===== src/rtl/fifo_rd_serializer.sv =====
// Drains a standard-mode FIFO read port into a narrow valid/ready stream.
// Each wide word is emitted as IN_WIDTH/OUT_WIDTH slices, one per cycle.
module fifo_rd_serializer #(
  parameter int IN_WIDTH  = 32,
  parameter int OUT_WIDTH = 8,
  parameter bit MSB_FIRST = 1'b1
) (
  input  logic                 clk,
  input  logic                 rst,
  input  logic [IN_WIDTH-1:0]  fifo_dout,
  input  logic                 fifo_empty,
  output logic                 fifo_rd_en,
  output logic [OUT_WIDTH-1:0] m_data,
  output logic                 m_valid,
  input  logic                 m_ready,
  output logic                 m_last,
  output logic                 busy
);

  localparam int N  = IN_WIDTH / OUT_WIDTH;
  localparam int CW = (N > 1) ? $clog2(N) : 1;
  localparam int NS = 2 ** CW;
  localparam logic [CW-1:0] CNT_LAST = CW'(N - 1);

  logic [IN_WIDTH-1:0]  word0;
  logic [IN_WIDTH-1:0]  word1;
  logic [IN_WIDTH-1:0]  nxt_w0;
  logic [IN_WIDTH-1:0]  nxt_w1;
  logic [1:0]           stored;
  logic [1:0]           nxt_stored;
  logic [1:0]           occ;
  logic                 inflight;
  logic [CW-1:0]        cnt;
  logic [CW-1:0]        sel;
  logic                 hs;
  logic                 pop;
  logic [OUT_WIDTH-1:0] slices [NS];

  assign m_valid = (stored != 2'd0);
  assign hs      = m_valid && m_ready;
  assign pop     = hs && (cnt == CNT_LAST);
  assign m_last  = m_valid && (cnt == CNT_LAST);
  assign occ     = stored + {1'b0, inflight};
  assign busy    = (occ != 2'd0);

  // Lookahead on the final slice keeps one word per cycle when N=1
  assign fifo_rd_en = !rst && !fifo_empty &&
                      ((occ < 2'd2) || ((occ == 2'd2) && pop));

  for (genvar i = 0; i < NS; i++) begin : g_slice
    if (i < N) begin : g_real
      assign slices[i] = word0[i*OUT_WIDTH +: OUT_WIDTH];
    end else begin : g_pad
      assign slices[i] = '0;
    end
  end

  assign sel    = MSB_FIRST ? (CNT_LAST - cnt) : cnt;
  assign m_data = slices[sel];

  always_comb begin
    nxt_w0     = word0;
    nxt_w1     = word1;
    nxt_stored = stored;
    if (pop) begin
      nxt_w0     = word1;
      nxt_stored = stored - 2'd1;
    end
    // Returning read lands in the first free slot after any pop
    if (inflight) begin
      if (nxt_stored == 2'd0) begin
        nxt_w0 = fifo_dout;
      end else begin
        nxt_w1 = fifo_dout;
      end
      nxt_stored = nxt_stored + 2'd1;
    end
  end

  always_ff @(posedge clk) begin
    if (rst) begin
      word0    <= '0;
      word1    <= '0;
      stored   <= 2'd0;
      inflight <= 1'b0;
      cnt      <= '0;
    end else begin
      word0    <= nxt_w0;
      word1    <= nxt_w1;
      stored   <= nxt_stored;
      inflight <= fifo_rd_en;
      if (hs) begin
        cnt <= (cnt == CNT_LAST) ? '0 : cnt + CW'(1);
      end
    end
  end

endmodule


===== config.mk =====
export PLATFORM = sky130hd
export DESIGN_NAME = fifo_rd_serializer
export DESIGN_NICKNAME = d
export VERILOG_FILES = /design/src/rtl/fifo_rd_serializer.sv
export SDC_FILE = /design/constraint.sdc
export NUM_CORES = 1
export LEC_CHECK = 0
export BUFFER_PORTS_ARGS = -buffer_cell sky130_fd_sc_hd__buf_4
export CORE_MARGIN = 2
export CORE_UTILIZATION = 45
export DETAILED_ROUTE_END_ITERATION = 8
export PLACE_DENSITY_LB_ADDON = 0.3
export SLEW_MARGIN = 0
export SYNTH_ARGS = -nofsm -noshare
export SYNTH_HDL_FRONTEND = slang
export SYNTH_SLANG_ARGS = --single-unit

===== constraint.sdc =====
create_clock -name clk -period 5.01 [get_ports clk]
set_input_delay 0.2505 -clock clk [delete_from_list [all_inputs] [get_ports clk]]
set_output_delay 0.2505 -clock clk [all_outputs]
set_load 0.01 [all_outputs]

### Word-level counts from Yosys, hierarchy flattened

Index checks and enable logic that the tools add are counted.

| cells by class | value |
|---|---|
| muxes and demuxes | 9 |
| reduce and logical (&&, ||, !) cells | 13 |
| add/sub/neg operators | 5 |
| $lt $le $gt $ge | 2 |
| bitwise gates (word level) | 2 |
| equality and inequality tests | 2 |

Operators by type and width:

| cell | count |
|---|---|
| 2-to-1 mux 32 bit | 3 |
| binary-select mux 8 bit (select 2 bit) | 1 |
| 2-to-1 mux 8 bit | 2 |
| logical AND 1 bit | 6 |
| 2-to-1 mux 2 bit | 3 |
| adder 2 x 1 -> 2 bit, second input constant | 2 |
| equality test 2 bit, second input constant | 2 |
| nonzero test 2 bit | 2 |
| greater-or-equal comparator 3 bit, second input constant | 1 |
| NOT 2 -> 3 bit | 1 |
| adder 2 x 1 -> 2 bit | 1 |
| zero test 1 bit | 2 |
| zero test 2 bit | 1 |
| < comparator 2 bit, second input constant | 1 |
| AND reduction 2 bit | 1 |
| subtractor 2 x 1 -> 2 bit, second input constant | 1 |
| subtractor 2 bit, first input constant | 1 |
| logical OR 1 bit | 1 |
| NOT 1 bit | 1 |

| storage, ports and cells | value |
|---|---|
| register bits after elaboration | 69 |
| output and inout bits | 12 |
| input bits | 36 |
| word-level logic and storage cells | 38 |

### Depth between registers and ports, before layout

| depth | value |
|---|---|
| depth in word-level cells | 7 |
| depth in mapped cells | 13 |
| mapped depth without buffers | 9 |

### Worst setup path before layout

No wires, ideal clock.

| timing | value |
|---|---|
| path kind | register -> register |
| start | reg stored[0] |
| end | reg word1[2] |
| path buffers | 3 |
| stages on the path, launching flop included | 13 |
| clock period less this slack | 2,185 ps |
| data required time | 4,870 ps |
| library setup time | 140 ps |
| slack | 2,825 ps |
| arrival time | 2,045 ps |
| cells stage by stage | dfxtp_1 > inv_1 > ha_1 > and3b_1 > buf_6 > buf_8 > nor2_1 > a21o_1 > ha_1 > nand2b_1 > clkbuf_1 > nand2_1 > a21oi_1 |

| between the ends | value |
|---|---|
| word-level cells in the longest chain between the ends | 7 |
| elaborated cells on any way between the ends | 8 |
| classes of those cells | add/sub (1); mux (1); bitwise (1); reduce/logical (5) |

RTL lines:

| what | line | source |
|---|---|---|
| start, declared | 29 | `logic [1:0] stored;` |
| start signal, assigned | 90 | `stored <= nxt_stored;` |
| branches (longest 3 deep; another with subtractor 2 x 1 -> 2 bit) | n/a |  |
| 2-to-1 mux 2 bit (*) | 65 | `if (pop) begin` |
| zero test 2 bit (*) | 71 | `if (nxt_stored == 2'd0) begin` |
| NOT 1 bit (no line) (*) | n/a |  |
| AND reduction 2 bit (no line) (*) | n/a |  |
| end signal, assigned | 89 | `word1 <= nxt_w1;` |
| end, declared | 26 | `logic [IN_WIDTH-1:0] word1;` |

Every way passes the cells marked *.
A chain may end at the register's enable or synchronous reset.

### Worst setup path in the final report

| timing | value |
|---|---|
| start | reg cnt[0] |
| end | reg word0[19] |

| between the ends | value |
|---|---|
| word-level cells in the longest chain between the ends | 6 |
| elaborated cells on any way between the ends | 7 |
| classes of those cells | eq/ne (1); mux (4); reduce/logical (2) |

RTL lines:

| what | line | source |
|---|---|---|
| start, declared | 33 | `logic [CW-1:0] cnt;` |
| start signal, assigned | 93 | `cnt <= (cnt == CNT_LAST) ? '0 : cnt + CW'(1);` |
| equality test 2 bit (*) | 41 | `assign pop = hs && (cnt == CNT_LAST);` |
| logical AND 1 bit (*) | 41 |  |
| 2-to-1 mux 2 bit | 65 |  |
| zero test 2 bit | 71 |  |
| 2-to-1 mux 32 bit | 71 |  |
| 2-to-1 mux 32 bit (*) | 70 | `if (inflight) begin` |
| end signal, assigned | 88 | `word0 <= nxt_w0;` |
| end, declared | 25 | `logic [IN_WIDTH-1:0] word0;` |

Mark *: on every way between the ends. The rest lies on a longest branch, timed or not.

==> metrics <==
run status=completed; gr ovfl total=0; relative slew slack=0.4244; CTS Buffer Depth=2; area leader, netlist=dfxtp_1; Area growth syn-to-layout=15.53%; # Post-CTS Setup Buffers=0; Final setup viols=0; Die X=88.40 um; Worst Setup Slack, final=1730 ps; vias in the first global route=2561; Final Skew=8.295 ps; CP arrival=3460 ps; post-synthesis cell count=364; Mapped Nets=404; total negative setup slack=0 ps; TritonCTS clock tree=done; R2R Path End=word0[19]; share of layout cells above drive strength 1=0.2550; die height=88.40 um; Global Route Usage Sum=0.2004; overall power=1184 uW; first-pass GRT wire length=12030 um; full die area=7815 um^2; Crit. End Element=flip-flop; Initial Utilization=0.4692; Hold Buf Count CTS=0; CP Data Required Time=5190 ps; Buf+Inv Stages, Crit Path=2; port bufs=47; core region area=6832 um^2; RSZ-0062 raised after global routing=no; fin nets=436; Fillers=655; fraction of the yosys area taken by sequential cells=0.4309; clk slew on worst S/H paths=70 ps; CTS resizes=0; vias=2628; Post-Place Worst Slack=1722 ps; remaining antenna violation count=0; CP max stage cell=dfxtp_1; 1st-pass router iterations=4; Top Family by Delay on Critical Path=simple AND/OR/NAND/NOR gates; clock sink total=69; CP max FO=36; CP cell instances=ha_1 -> and3b_1 -> buf_4 -> a21o_1 -> ha_1 -> nand2_2 -> buf_4 -> nor2_1 -> a311oi_2; initial antenna violation count=0; Synth top area share=0.4309; FF-to-FF Start=cnt[0]; placed wire-length estimate=4900 um; WL final=7327 um; post-layout util=0.5421; Fin. Hold Viols=0; largest net degree at the start of global routing=71; r2r setup slk=1730 ps; DR WL/cell=14.77 um; Rows=30; routability cong.=0.8099; hold_sp=fifo_dout[29]; Clk Latency, worst-skew pair=330 ps; via/cell ratio=5.298; final max-slew violation count=0; Top Ports=48; Crit path depth=9; DR iter-0 viols=153; Hold Crit Class=input port to flip-flop; Mapped Area=3206 um^2; Setup CP Type=flip-flop to flip-flop; DRC=0; max incr delay on CP=690 ps; max_cap viols=0; #FFs+latches synth=69; n_diodes=0; R2R depth=9; WHS Endpoint=word1[29]; CTS buffer count=9; Syn. warnings=0; Max VDD drop=201.9 uV; Synth cell types=28; WHS Path Cells=3; P per Cell Area=319.8 nW/um^2; Avg Cell Area, Syn=8.807 um^2; Root Buffer=clkbuf_8; LEAKAGE=0.001330 uW; CTS HTree Levels=3; Final Cycle Share=0.6547; ranking of synthesized cells by area=dfxtp_1 (43%), nand2_1 (15%), a311oi_2 (13%), mux4_2 (5.6%), a21oi_1 (5.0%); startpoint types=flip-flop; Worst Tran Pin Value=863.4 ps; Achievable Freq=304.9 MHz; post-layout min period=3280 ps
-- sequential cells by signal, summed over array words and instances, names as in the netlist --
register and cells:
stored 2, inflight 1, word1 32, cnt 2
word0 32
-- stage by stage --
stage	cells	instance area (um^2)	hold WS (ps)
finish	496	3704	168.4
global route	496	3704	163.8
CTS	496	3704	157.0
detailed placement	481	3526	447.2
floorplan	364	3206	386.5
global placement	481	3526	443.9
-- cells in the final DEF (no fill, tap or decap), drive strengths merged --
| cell | n |
|---|---|
| mux2i | 2 |
| o21ai | 1 |
| a311oi | 32 |
| ha | 4 |
| nor2 | 39 |
| o21a | 2 |
| a21oi | 32 |
| and3b | 1 |
| nor2b | 3 |
| nand3b | 2 |
| clkbuf | 14 |
| xnor3 | 1 |
| nand2 | 129 |
| buf | 51 |
| a211o | 1 |
| a21o | 1 |
| dfxtp | 69 |
| nand2b | 2 |
| xnor2 | 2 |
| inv | 3 |
| mux4 | 8 |
| clkinv | 1 |
-- synth_stat cells --
library cell	instances
nand2_1	128
dfxtp_1	69
nor2_1	39
a21oi_1	32
a311oi_2	27
buf_2	13
clkbuf_1	8
mux4_2	8
a311oi_1	5
buf_4	4
ha_1	4
buf_8	3
inv_1	3
nor2b_1	3
mux2i_1	2
nand2b_1	2
o21a_1	2
xnor2_1	2
a211o_1	1
a21o_1	1
and3b_1	1
buf_1	1
buf_6	1
nand2_2	1
nand3b_1	1
nand3b_2	1
o21ai_1	1
xnor3_1	1
-- worst max-delay path by stage --
stage	start	to	slack, ps
5_1_grt	cnt[0]	word0[20]	1420
3_3_place_gp	cnt[0]	word0[4]	1850
6_report	cnt[0]	word0[19]	1730
3_5_place_dp	cnt[0]	word0[19]	1720
4_1_cts	cnt[0]	word0[4]	1710
2_1_floorplan	stored[0]	word1[2]	2830
-- worst reg2reg max path: cells and delay by family (launching register included) --
| kind | cells | cell delay [ps] |
|---|---|---|
| DFF | 1 | 690 |
| and+or+nand+nor | 3 | 860 |
| buffers and inverters | 2 | 820 |
| AOI/OAI and AO/OA | 2 | 250 |
| adders and majority gates | 2 | 510 |
-- metal layers --
layer / up-vias / track usage / part of all wire
met5: - / 0 / 0
met4: 0 / 0.09091 / 0.024
met3: 18 / 0.04198 / 0.060
met2: 84 / 0.3131 / 0.46
met1: 1229 / 0.2676 / 0.46
li1: 1297 / - / -
-- cells by family after synthesis --
group / after synthesis / share of synthesized area
simple gates: 176 / 0.2158
compound gates: 69 / 0.2014
flops: 69 / 0.4309
buf+inv: 33 / 0.06128
mux: 10 / 0.06245
fa+ha+maj: 4 / 0.01561
xor+xnor: 3 / 0.01249
-- report_power, final --
part	internal [uW]	leakage [uW]	switching (uW)	total, uW
Combinational	84.9	0.000674	85.3	170
Sequential	581	0.000563	25.5	607
Clock	217	0.0000926	190	407
-- layout make-up --
| type | count | area [um^2] | share of cell area |
|---|---|---|---|
| Multi-Input combinational cell | 262 | 1630 | 0.4402 |
| Sequential cell | 69 | 1381 | 0.3730 |
| Timing Repair Buffer | 51 | 382.9 | 0.1034 |
| Clock buffer | 14 | 172.7 | 0.04662 |
| Tap cell | 96 | 120.1 | 0.03243 |
| Inverter | 3 | 11.26 | 0.003041 |
| Clock inverter | 1 | 5.005 | 0.001351 |
(Power assumes the default switching activity.)
